File: config.mk
export PLATFORM = sky130hd
export DESIGN_NAME = row_scan_ctrl_flat
export DESIGN_NICKNAME = d
export VERILOG_FILES = /design/src/rtl/row_scan_if.sv /design/src/rtl/row_scan_ctrl.sv /design/src/flat_wrapper.sv
export SDC_FILE = /design/constraint.sdc
export NUM_CORES = 1
export LEC_CHECK = 0
export ABC_AREA = 1
export CORE_UTILIZATION = 45
export CTS_CLUSTER_DIAMETER = 30
export DETAILED_ROUTE_END_ITERATION = 10
export PLACE_DENSITY_LB_ADDON = 0.25
export SLEW_MARGIN = 20
export SYNTH_ARGS = -nofsm -noshare
export SYNTH_HDL_FRONTEND = slang
export SYNTH_SLANG_ARGS = --single-unit
File: constraint.sdc
create_clock -name clk -period 3.1 [get_ports clk]
set_input_delay 0.93 -clock clk [delete_from_list [all_inputs] [get_ports clk]]
set_output_delay 0.93 -clock clk [all_outputs]
set_load 0.02 [all_outputs]
File: src/rtl/row_scan_if.sv
// row_scan_if: control/config inputs and decoder-facing outputs of the row-scan controller.
interface row_scan_if #(
    parameter int DWELL_W = 16
);
    logic               start;
    logic               stop;
    logic               one_shot;
    logic [4:0]         num_rows;
    logic [DWELL_W-1:0] dwell;
    logic [4:0]         sel;
    logic               sel_en;
    logic               row_strobe;
    logic               frame_done;
    logic               busy;
    modport master (
        output start, stop, one_shot, num_rows, dwell,
        input  sel, sel_en, row_strobe, frame_done, busy
    );
    modport slave (
        input  start, stop, one_shot, num_rows, dwell,
        output sel, sel_en, row_strobe, frame_done, busy
    );
endinterface

File: src/rtl/row_scan_ctrl.sv
// row_scan_ctrl: steps a 5-to-24 decoder through rows 0..N-1 with programmable dwell
// and a fixed break-before-make blank gap between rows.
module row_scan_ctrl #(
    parameter int DWELL_W      = 16,
    parameter int BLANK_CYCLES = 2
) (
    input logic       clk,
    input logic       rst,
    row_scan_if.slave bus
);
    typedef enum logic [1:0] {IDLE, ACTIVE, BLANK} state_t;
    localparam logic [3:0] BLANK_LAST = 4'(BLANK_CYCLES - 1);
    state_t             state_q;
    logic [4:0]         sel_q, last_q, last_d;
    logic [DWELL_W-1:0] dwell_q, dcnt_q, dwell_d;
    logic [3:0]         bcnt_q;
    logic               one_shot_q, stop_pend_q, sel_en_q, row_strobe_q, frame_done_q, busy_q;
    logic               at_last;
    // configuration is stored pre-decremented so the counters can run down to zero
    assign last_d  = (bus.num_rows == 5'd0 || bus.num_rows > 5'd24) ? 5'd23 : bus.num_rows - 5'd1;
    assign dwell_d = (bus.dwell == '0) ? '0 : bus.dwell - DWELL_W'(1);
    assign at_last = sel_q == last_q;
    always_ff @(posedge clk) begin
        if (rst) begin
            state_q      <= IDLE;
            sel_q        <= '0;
            last_q       <= '0;
            dwell_q      <= '0;
            dcnt_q       <= '0;
            bcnt_q       <= '0;
            one_shot_q   <= 1'b0;
            stop_pend_q  <= 1'b0;
            sel_en_q     <= 1'b0;
            row_strobe_q <= 1'b0;
            frame_done_q <= 1'b0;
            busy_q       <= 1'b0;
        end else begin
            row_strobe_q <= 1'b0;
            frame_done_q <= 1'b0;
            case (state_q)
                IDLE: begin
                    if (bus.start && !bus.stop) begin
                        last_q       <= last_d;
                        dwell_q      <= dwell_d;
                        one_shot_q   <= bus.one_shot;
                        dcnt_q       <= dwell_d;
                        sel_q        <= '0;
                        sel_en_q     <= 1'b1;
                        row_strobe_q <= 1'b1;
                        busy_q       <= 1'b1;
                        state_q      <= ACTIVE;
                    end
                end
                ACTIVE: begin
                    stop_pend_q <= stop_pend_q | bus.stop;
                    if (dcnt_q == '0) begin
                        sel_en_q     <= 1'b0;
                        bcnt_q       <= BLANK_LAST;
                        frame_done_q <= (BLANK_LAST == 4'd0) && at_last;
                        state_q      <= BLANK;
                    end else begin
                        dcnt_q <= dcnt_q - DWELL_W'(1);
                    end
                end
                BLANK: begin
                    if (bcnt_q != 4'd0) begin
                        stop_pend_q  <= stop_pend_q | bus.stop;
                        bcnt_q       <= bcnt_q - 4'd1;
                        frame_done_q <= (bcnt_q == 4'd1) && at_last;
                    end else if (stop_pend_q || bus.stop || (at_last && one_shot_q)) begin
                        stop_pend_q <= 1'b0;
                        busy_q      <= 1'b0;
                        state_q     <= IDLE;
                    end else begin
                        // sel only moves on the edge that re-enables the decoder
                        sel_q        <= at_last ? 5'd0 : sel_q + 5'd1;
                        dcnt_q       <= dwell_q;
                        sel_en_q     <= 1'b1;
                        row_strobe_q <= 1'b1;
                        state_q      <= ACTIVE;
                    end
                end
                default: state_q <= IDLE;
            endcase
        end
    end
    assign bus.sel        = sel_q;
    assign bus.sel_en     = sel_en_q;
    assign bus.row_strobe = row_strobe_q;
    assign bus.frame_done = frame_done_q;
    assign bus.busy       = busy_q;
endmodule

File: src/flat_wrapper.sv
// flat-port wrapper written by rule: the top's interface ports become plain ports
module row_scan_ctrl_flat 
#(
    parameter int DWELL_W      = 16,
    parameter int BLANK_CYCLES = 2
)
  (clk, rst, bus_start, bus_stop, bus_one_shot, bus_num_rows, bus_dwell, bus_sel, bus_sel_en, bus_row_strobe, bus_frame_done, bus_busy);
  row_scan_if #(.DWELL_W(DWELL_W)) bus_i ();
  input logic clk;
  input logic rst;
  input wire logic [$bits(bus_i.start)-1:0] bus_start;
  input wire logic [$bits(bus_i.stop)-1:0] bus_stop;
  input wire logic [$bits(bus_i.one_shot)-1:0] bus_one_shot;
  input wire logic [$bits(bus_i.num_rows)-1:0] bus_num_rows;
  input wire logic [$bits(bus_i.dwell)-1:0] bus_dwell;
  output wire logic [$bits(bus_i.sel)-1:0] bus_sel;
  output wire logic [$bits(bus_i.sel_en)-1:0] bus_sel_en;
  output wire logic [$bits(bus_i.row_strobe)-1:0] bus_row_strobe;
  output wire logic [$bits(bus_i.frame_done)-1:0] bus_frame_done;
  output wire logic [$bits(bus_i.busy)-1:0] bus_busy;
  assign bus_i.start = bus_start;
  assign bus_i.stop = bus_stop;
  assign bus_i.one_shot = bus_one_shot;
  assign bus_i.num_rows = bus_num_rows;
  assign bus_i.dwell = bus_dwell;
  assign bus_sel = bus_i.sel;
  assign bus_sel_en = bus_i.sel_en;
  assign bus_row_strobe = bus_i.row_strobe;
  assign bus_frame_done = bus_i.frame_done;
  assign bus_busy = bus_i.busy;
  row_scan_ctrl #(.DWELL_W(DWELL_W), .BLANK_CYCLES(BLANK_CYCLES)) u_core (.clk(clk), .rst(rst), .bus(bus_i));
endmodule
======== After elaboration in Yosys (flattened, before gate mapping) ========
Cells that the tools add are included.
word-level totals
  bits in registers ....................... 54
  input bits .............................. 26
  output and inout port bits .............. 9
  logic and storage cells ................. 91
cells by class
  add/subtract/negate cells ............... 5
  order comparisons ....................... 1
  eq/ne operators ......................... 12
  mux-type cells .......................... 34
  bitwise gates (word level) .............. 3
  reductions and logical operators ........ 24
operator list
  kind                                                                   count
  16-bit 2-to-1 mux                                                      5
  16-bit case mux with 3 select lines                                    1
  16-bit zero test                                                       2
  16-bit by 1-bit subtractor with 16-bit output, second input constant   2
  5-bit 2-to-1 mux                                                       5
  1-bit 2-to-1 mux                                                       11
  5-bit case mux with 2 select lines                                     1
  5-bit AND reduction                                                    2
  4-bit 2-to-1 mux                                                       2
  2-bit by 1-bit != test with 1-bit output, second input constant        4
  4-bit case mux with 2 select lines                                     1
  4-bit AND reduction                                                    2
  2-bit 2-to-1 mux                                                       3
  2-bit != test, second input constant                                   3
  1-bit case mux with 2 select lines                                     3
  2-bit case mux with 3 select lines                                     1
  3-bit AND reduction                                                    2
  5-bit by 1-bit adder with 5-bit output, second input constant          1
  5-bit equality test                                                    1
  5-bit > comparator, second input constant                              1
  5-bit zero test                                                        1
  5-bit by 1-bit subtractor with 5-bit output, second input constant     1
  4-bit by 1-bit equality test with 1-bit output, second input constant  1
  2-bit AND reduction                                                    2
  15 further kinds                                                       21

======== Depth between registers and ports, before layout ========
Gate-level depths: netlist of the first run.
  word-level depth ........................ 6
  gate-level depth with buffers ........... 13
  gate-level depth less buffers ........... 13

======== Worst setup path before layout of the first run ========
OpenSTA, ideal clock, no wires.
  path type ............................... input-to-reg
  from .................................... input port bus_dwell[0]
  to ...................................... register u_core.dcnt_q[6]
  setup time .............................. 0.114 ns
  arrival ................................. 2.028 ns
  required time ........................... 2.986 ns
  slack ................................... 0.959 ns
  stages on the path ...................... 9
  cell sequence ........................... inv_1 -> ha_1 -> nand3_1 -> nand3b_2 -> buf_2 -> nand2_1 -> nand2_1 -> a21oi_1 -> nor2_1
on the way
  word-level cells in the longest chain between the ends .. 4
  elaborated cells between the ends (all ways) .. 5
  those cells by class .................... add/sub (1); mux (3); reduce/logical (1)
ends and longest elaborated chain
  what                                                                               RTL line             source
  start: declaration                                                                 flat_wrapper.sv:15   input wire logic [$bits(bus_i.dwell)-1:0] bus_dwell;
  16-bit by 1-bit subtractor with 16-bit output or 16-bit zero test (tied branches)  row_scan_ctrl.sv:21  assign dwell_d = (bus.dwell == '0) ? '0 : bus.dwell - DWELL_W'(1);
  16-bit 2-to-1 mux (*)                                                              row_scan_ctrl.sv:21
  16-bit 2-to-1 mux (*)                                                              row_scan_ctrl.sv:42  if (bus.start && !bus.stop) begin
  16-bit case mux with 3 select lines (*)                                            row_scan_ctrl.sv:40  case (state_q)
  end signal: assignment                                                             row_scan_ctrl.sv:46  dcnt_q <= dwell_d;
  end signal: assignment                                                             row_scan_ctrl.sv:62  dcnt_q <= dcnt_q - DWELL_W'(1);
  end signal: assignment                                                             row_scan_ctrl.sv:77  dcnt_q <= dwell_q;
  end: declaration                                                                   row_scan_ctrl.sv:15  logic [DWELL_W-1:0] dwell_q, dcnt_q, dwell_d;
Mark *: on every way between the ends. The rest lies on a longest branch, timed or not. The select of a mux whose other input is x is not followed.
A chain may end at the register's enable or synchronous reset.

======== Worst setup path after layout of the first run ========
  from .................................... input port bus_dwell[9]
  to ...................................... register u_core.dcnt_q[10]
The elaborated chain is that of the path after synthesis.

==> metrics.txt, run 1 <==
quantity of gates resized following cts 0; biggest cell delay along the critical path roughly 470 ps; first-pass GRT wire length between 15,000 and 20,000 um; critical path, cell by cell clkdlybuf4s50_1 > nor2_1 > nand2_1 > nor2_2 > nand3b_2 > nand3_1 > nand2_1 > nand2_1 > nand2_1 > nand2_1 > nor2_1; period utilization 0.8155; setup slack after placement around 280 ps; fin worst setup slack roughly 570 ps; drc violations 0; total standard cell area after synthesis approximately 3700 um2; Worst-Margin Slew between 400 and 500 ps; clock network latency to the later pin of the worst-skew pair between 300 and 400 ps; post-route design area 4259 um2; nature of the critical path startpoint input port; CTS HTree Levels 2; DIE AREA 8656 um2; EDFF count, synth 0; share of post-route cells with drive strength above 1 0.09768; Post-CTS Setup Inserts 0; most frequent cell after synthesis nand2_1; main flop type after synthesis dfxtp_1; post-route ant nets 0; number of DRC violations after detailed-routing iteration 0 roughly 150; final-report max-slew violation count 0; distinct cell type count of the synthesized netlist 44; worst clock skew just over 10 ps; Required @ worst endpoint about 3300 ps; total power draw 0.002281 W; kind of path behind the tightest hold check reg2reg; leading post-synthesis cells by cell area dfxtp_1 (29%), nand2_1 (14%), a21oi_1 (6.4%), nand3_1 (6.2%), inv_1 (6.0%); total placed cells including tap cells 699; buffer and inverter count on the worst path 1; Final Setup Violations 0; CTS sink count between 50 and 60; PwrDens approximately 540 nW/um2; routed vias between 3,000 and 4,000; final estimated routing congestion in global placement 0.9104; placeable core region around 7900 um2; highest-delay cell along the critical path clkdlybuf4s50_1; net count after synthesis between 600 and 700; Port Buffers 34; Setup TNS Final 0 ps; mean instance size in the synthesized netlist approximately 6.5 um2; clock tree from TritonCTS yes; outcome complete, no violations; Reg clk slew, reported paths around 100 ps; critical path class in2reg; data arrival time at the worst-slack endpoint 2720 ps; Via density ~5.3; setup repair after global routing missed its margin no; Row Count 32; cell class contributing the biggest share of worst-path delay simple AND/OR/NAND/NOR gates; largest voltage drop on the vdd net approximately 0.31 mV; Post-synth top cells nand2_1 (140), inv_1 (60), nor2_1 (60); Total Routed Length 9242 um; total I/O pin count 35; Clock Tree Buf Depth 2; leakage power approximately 1.9 nW; first-pass iteration count of the detailed router 5; highest clock frequency the design can meet between 300 and 400 MHz; Critical Path End Type flip-flop; cts-stage hold buffer count 0; cell occurring most often along the worst timing path nand2_1; non-filler instance count after layout 706; number of antenna violations at the first check in global routing 0; Final Hold Viols 0; library cell with the largest summed area after synthesis dfxtp_1; HPWL after detailed placement between 6000 and 7000 um; proportion of netlist area held by the largest area contributor 0.2898; maximum number of pins on one net before global-route repair 39; Clock Root Buffer clkbuf_8; vertical extent of the die 93.04 um; async set or reset register ratio after synthesis 0; routed length per placed instance around 13 um; number of global-route vias before repair 3,548; Final min period approximately 2500 ps; effective utilization at floorplan 0.4729; total congestion overflow after global routing 0; crit path max fanout 18; total of max-cap violations 0; area overhead of the layout relative to synthesis 14.19%; total of flip-flops plus latches after synthesis 54; sequential area share after synthesis 0.2898; cell count after synthesis 577; horizontal die dimension just over 90 um; number of antenna cells inserted 0; NumNets Final ~640; worst relative slew slack 0.7167; total global routing track utilization 0.2299; placement-stage cell area about 4200 um2; number of buffers created by CTS 5; Yosys warning count 0
==> layout by cell type (no fill, tap or decap), types with 5 or more instances in the layout <==
master and n:
clkbuf_8 5, inv_1 60, o21ai_0 37, clkdlybuf4s50_1 34, xor2_1 8, nor2_2 6, o21ai_1 5, ha_1 13
nor2_1 60, nand3_1 46, nand2_2 12, a21oi_1 48, dfxtp_1 54, nand4_1 8, a21oi_2 9, xnor2_1 6
nor3_1 8, nand2_1 140, buf_4 7
==> metrics by stage <==
step | hold slack [ps] | util
CTS | 477.6 | 0.5400
global placement | 449.5 | 0.5263
detailed placement | 461.8 | 0.5263
floorplan | 436.8 | -
global route | 491.3 | 0.5400
finish | 472.6 | 0.5400
==> sequential cells by signal (all words and copies together), names as in the netlist <==
signal,flops
u_core.last_q,5
u_core.bcnt_q,4
u_core.bus.row_strobe,1
u_core.bus.busy,1
u_core.bus.frame_done,1
u_core.bus.sel,5
u_core.dcnt_q,16
u_core.stop_pend_q,1
u_core.dwell_q,16
u_core.one_shot_q,1
u_core.bus.sel_en,1
u_core.state_q,2
==> path summary, 6_finish.rpt <==
path	startpoint	to	slack, ps	depth (start not counted)
worst max-delay path	bus_dwell[9]	u_core.dcnt_q[10]	570	11
worst min-delay path	u_core.bus.busy	u_core.bus.busy	470	2
worst max register to register	u_core.state_q[0]	u_core.dcnt_q[6]	1150	8
worst min register to register	u_core.bus.busy	u_core.bus.busy	470	2
==> power by group <==
group / leakage, nW / switching (W) / internal, W
clock: 0.0542 / 0.000240 / 0.000238
sequential: 0.443 / 0.0000777 / 0.000782
combinational: 1.37 / 0.000605 / 0.000338
==> layout make-up <==
cell class / instances / area (um2)
timing repair buffer: 42 / 412.9
fill: 773 / 3628
multi-input combinational: 436 / 2285
sequential: 54 / 1081
clock buffer: 5 / 68.82
tap: 102 / 127.6
clock inverter: 2 / 38.79
inverter: 65 / 245.2
==> routing by layer <==
metal,vias to the layer above,track usage,share of wire
met2,74,0.4069,0.48
met5,-,0,0
met1,1725,0.2845,0.46
li1,1924,-,-
met4,0,0.07179,0.012
met3,11,0.03577,0.041
==> worst register-to-register path, delay by kind of cell, from the launching register on <==
family	cells	cell delay (ps)
compound gates	1	240
fa+ha+maj	1	320
buf+inv	1	80
flops	1	400
simple gates	5	800
==> cells by family (layout without fill, tap and decap cells) <==
group                      count (synthesis)  in the layout  synth area share
adders and majority gates                 13             13           0.04361
xor gates and xnor gates                  14             14           0.03288
AOI/OAI and AO/OA                        113            113            0.1687
DFF                                       54             54            0.2898
and+or+nand+nor                          296            296            0.3660
buffers and inverters                     87            114           0.09896
No activity file was read; power rests on OpenSTA's default activity.
==> run 2: changes to the inputs <==
clock period = 2.3 ns   (was 3.1 ns; I/O delays follow)
==> run 2 against run 1 <==
Net effect: critical path type is now reg2out; die area is the same; final cell count grew 6.2%; worst setup slack lost 420 ps; highest routed layer unchanged; global-route usage grew 0.79 points; largest cell class unchanged.
==> metrics.txt, run 2 (synthesis gave the netlist of run 1 again) <==
total of max-cap violations 0; highest-delay cell along the critical path clkdlybuf4s50_1; Worst-Margin Slew around 520 ps; Row Count 32; fin worst setup slack between 150 and 200 ps; number of antenna cells inserted 0; data arrival time at the worst-slack endpoint 1460 ps; first-pass GRT wire length ~17,000 um; non-filler instance count after layout 750; post-route ant nets 0; kind of path behind the tightest hold check reg2reg; area overhead of the layout relative to synthesis 23.25%; Port Buffers 34; outcome complete, no violations; clock network latency to the later pin of the worst-skew pair approximately 320 ps; routed vias a little under 4,000; first-pass iteration count of the detailed router 4; Critical Path End Type output pin; number of buffers created by CTS 5; commonest non-fill, non-tap cell in the layout nand2_1; cell class contributing the biggest share of worst-path delay buffers and inverters; critical path class reg2out; routed length per placed instance 12.79 um; largest registers u_core.dcnt_q: 16 flops, u_core.dwell_q: 16 flops; period utilization 0.9330; number of antenna violations at the first check in global routing 0; total I/O pin count 35; Final Hold Viols 0; Total Routed Length 9590 um; effective utilization at floorplan 0.4729; total congestion overflow after global routing 0; biggest cell delay along the critical path about 660 ps; Final Setup Violations 0; horizontal die dimension 93.04 um; clock tree from TritonCTS yes; total global routing track utilization 0.2378; area of the multi-input gates about 2300 um2; share of post-route cells with drive strength above 1 0.1605; final estimated routing congestion in global placement 0.8845; drc violations 0; nature of the critical path startpoint flip-flop; min-delay src u_core.bus.sel_en; crit path max fanout 7; number of global-route vias before repair roughly 3,700; buffer and inverter count on the worst path 1; DIE AREA 8656 um2; PwrDens between 600 and 700 nW/um2; Via density ~5.2; vertical extent of the die about 93 um; critical path, cell by cell clkdlybuf4s50_1; final-report max-slew violation count 0; placeable core region just under 8000 um2; Post-CTS Setup Inserts 0; leakage power around 2.1 nW; worst clock skew about 12 ps; setup repair after global routing missed its margin no; largest voltage drop on the vdd net about 0.40 mV; Filler Cell Count between 700 and 800; Final min period approximately 2100 ps; Required @ worst endpoint 1610 ps; total placed cells including tap cells 743; highest clock frequency the design can meet about 470 MHz; HPWL after detailed placement about 7300 um; total power draw ~0.0032 W; NumNets Final roughly 690; Clock Tree Buf Depth 2; reg2reg start u_core.state_q[0]; CTS HTree Levels 2; Reg clk slew, reported paths roughly 100 ps; most used cells in the layout excluding fill and tap cells nand2_1 (140), inv_1 (60), nor2_1 (59); Clock Root Buffer clkbuf_8; flip-flop and latch area 1081 um2; worst-case hold slack between 400 and 500 ps; setup slack after placement -135.8 ps; maximum number of pins on one net before global-route repair 31; CTS sink count 54; cts-stage hold buffer count 0; Worst setup startpoint u_core.bus.sel[2]; number of DRC violations after detailed-routing iteration 0 190; worst relative slew slack 0.6505
[run 2: changes by cell type in the layout (fill, tap and decap cells not counted)]
| cell | before | now |
|---|---|---|
| nor2_4 | 3 | 4 |
| buf_4 | 7 | 51 |
| nor2_1 | 60 | 59 |
[run 2: metal layers]
metal	global-route usage	vias up	wire length [um]
met2	0.4344	64	4808
met4	0.06026	0	96
met3	0.02927	12	390
li1	-	2016	-
met5	0	-	0
met1	0.2936	1776	4295
[run 2: tightest hold or removal path, cell delays in order (launching register included)]
cell and delay [ps]:
dfxtp_1 320, nand2_1 60, a21oi_1 50
[run 2: final cells by class]
| cell class | count | area share |
|---|---|---|
| clock inverter | 2 | 0.008438 |
| multi-input combinational | 436 | 0.4986 |
| inverter | 65 | 0.05335 |
| timing repair buffer | 86 | 0.1617 |
| tap | 102 | 0.02776 |
| clock buffer | 5 | 0.01497 |
| sequential | 54 | 0.2352 |
[run 2: where the power goes]
group | internal (W) | total [W] | switching (W)
logic | 0.000530 | 0.00137 | 0.000839
clock network | 0.000321 | 0.000653 | 0.000332
registers | 0.00105 | 0.00116 | 0.000102
[run 2: timing repair]
action | in CTS | in global routing
endpoints found under the hold margin | 0 | 0
resized for setup | 0 | 2
endpoints found under the setup margin | 0 | 1
[run 2: final timing paths]
kind | end | slack, ps | depth (start not counted)
max | bus_sel[2] | 150 | 1
min | u_core.bus.sel_en | 470 | 2
max reg2reg | u_core.dcnt_q[13] | 420 | 8
min reg2reg | u_core.bus.sel_en | 470 | 2
[run 2: per-stage QoR]
step | utilization | area [um2] | setup TNS (ps)
after floorplan | - | 3730 | 0
after global placement | 0.5682 | 4482 | -931.8
after detailed placement | 0.5682 | 4482 | -1332
after CTS | 0.5819 | 4589 | 0
after global routing | 0.5828 | 4597 | 0
final | 0.5828 | 4597 | 0
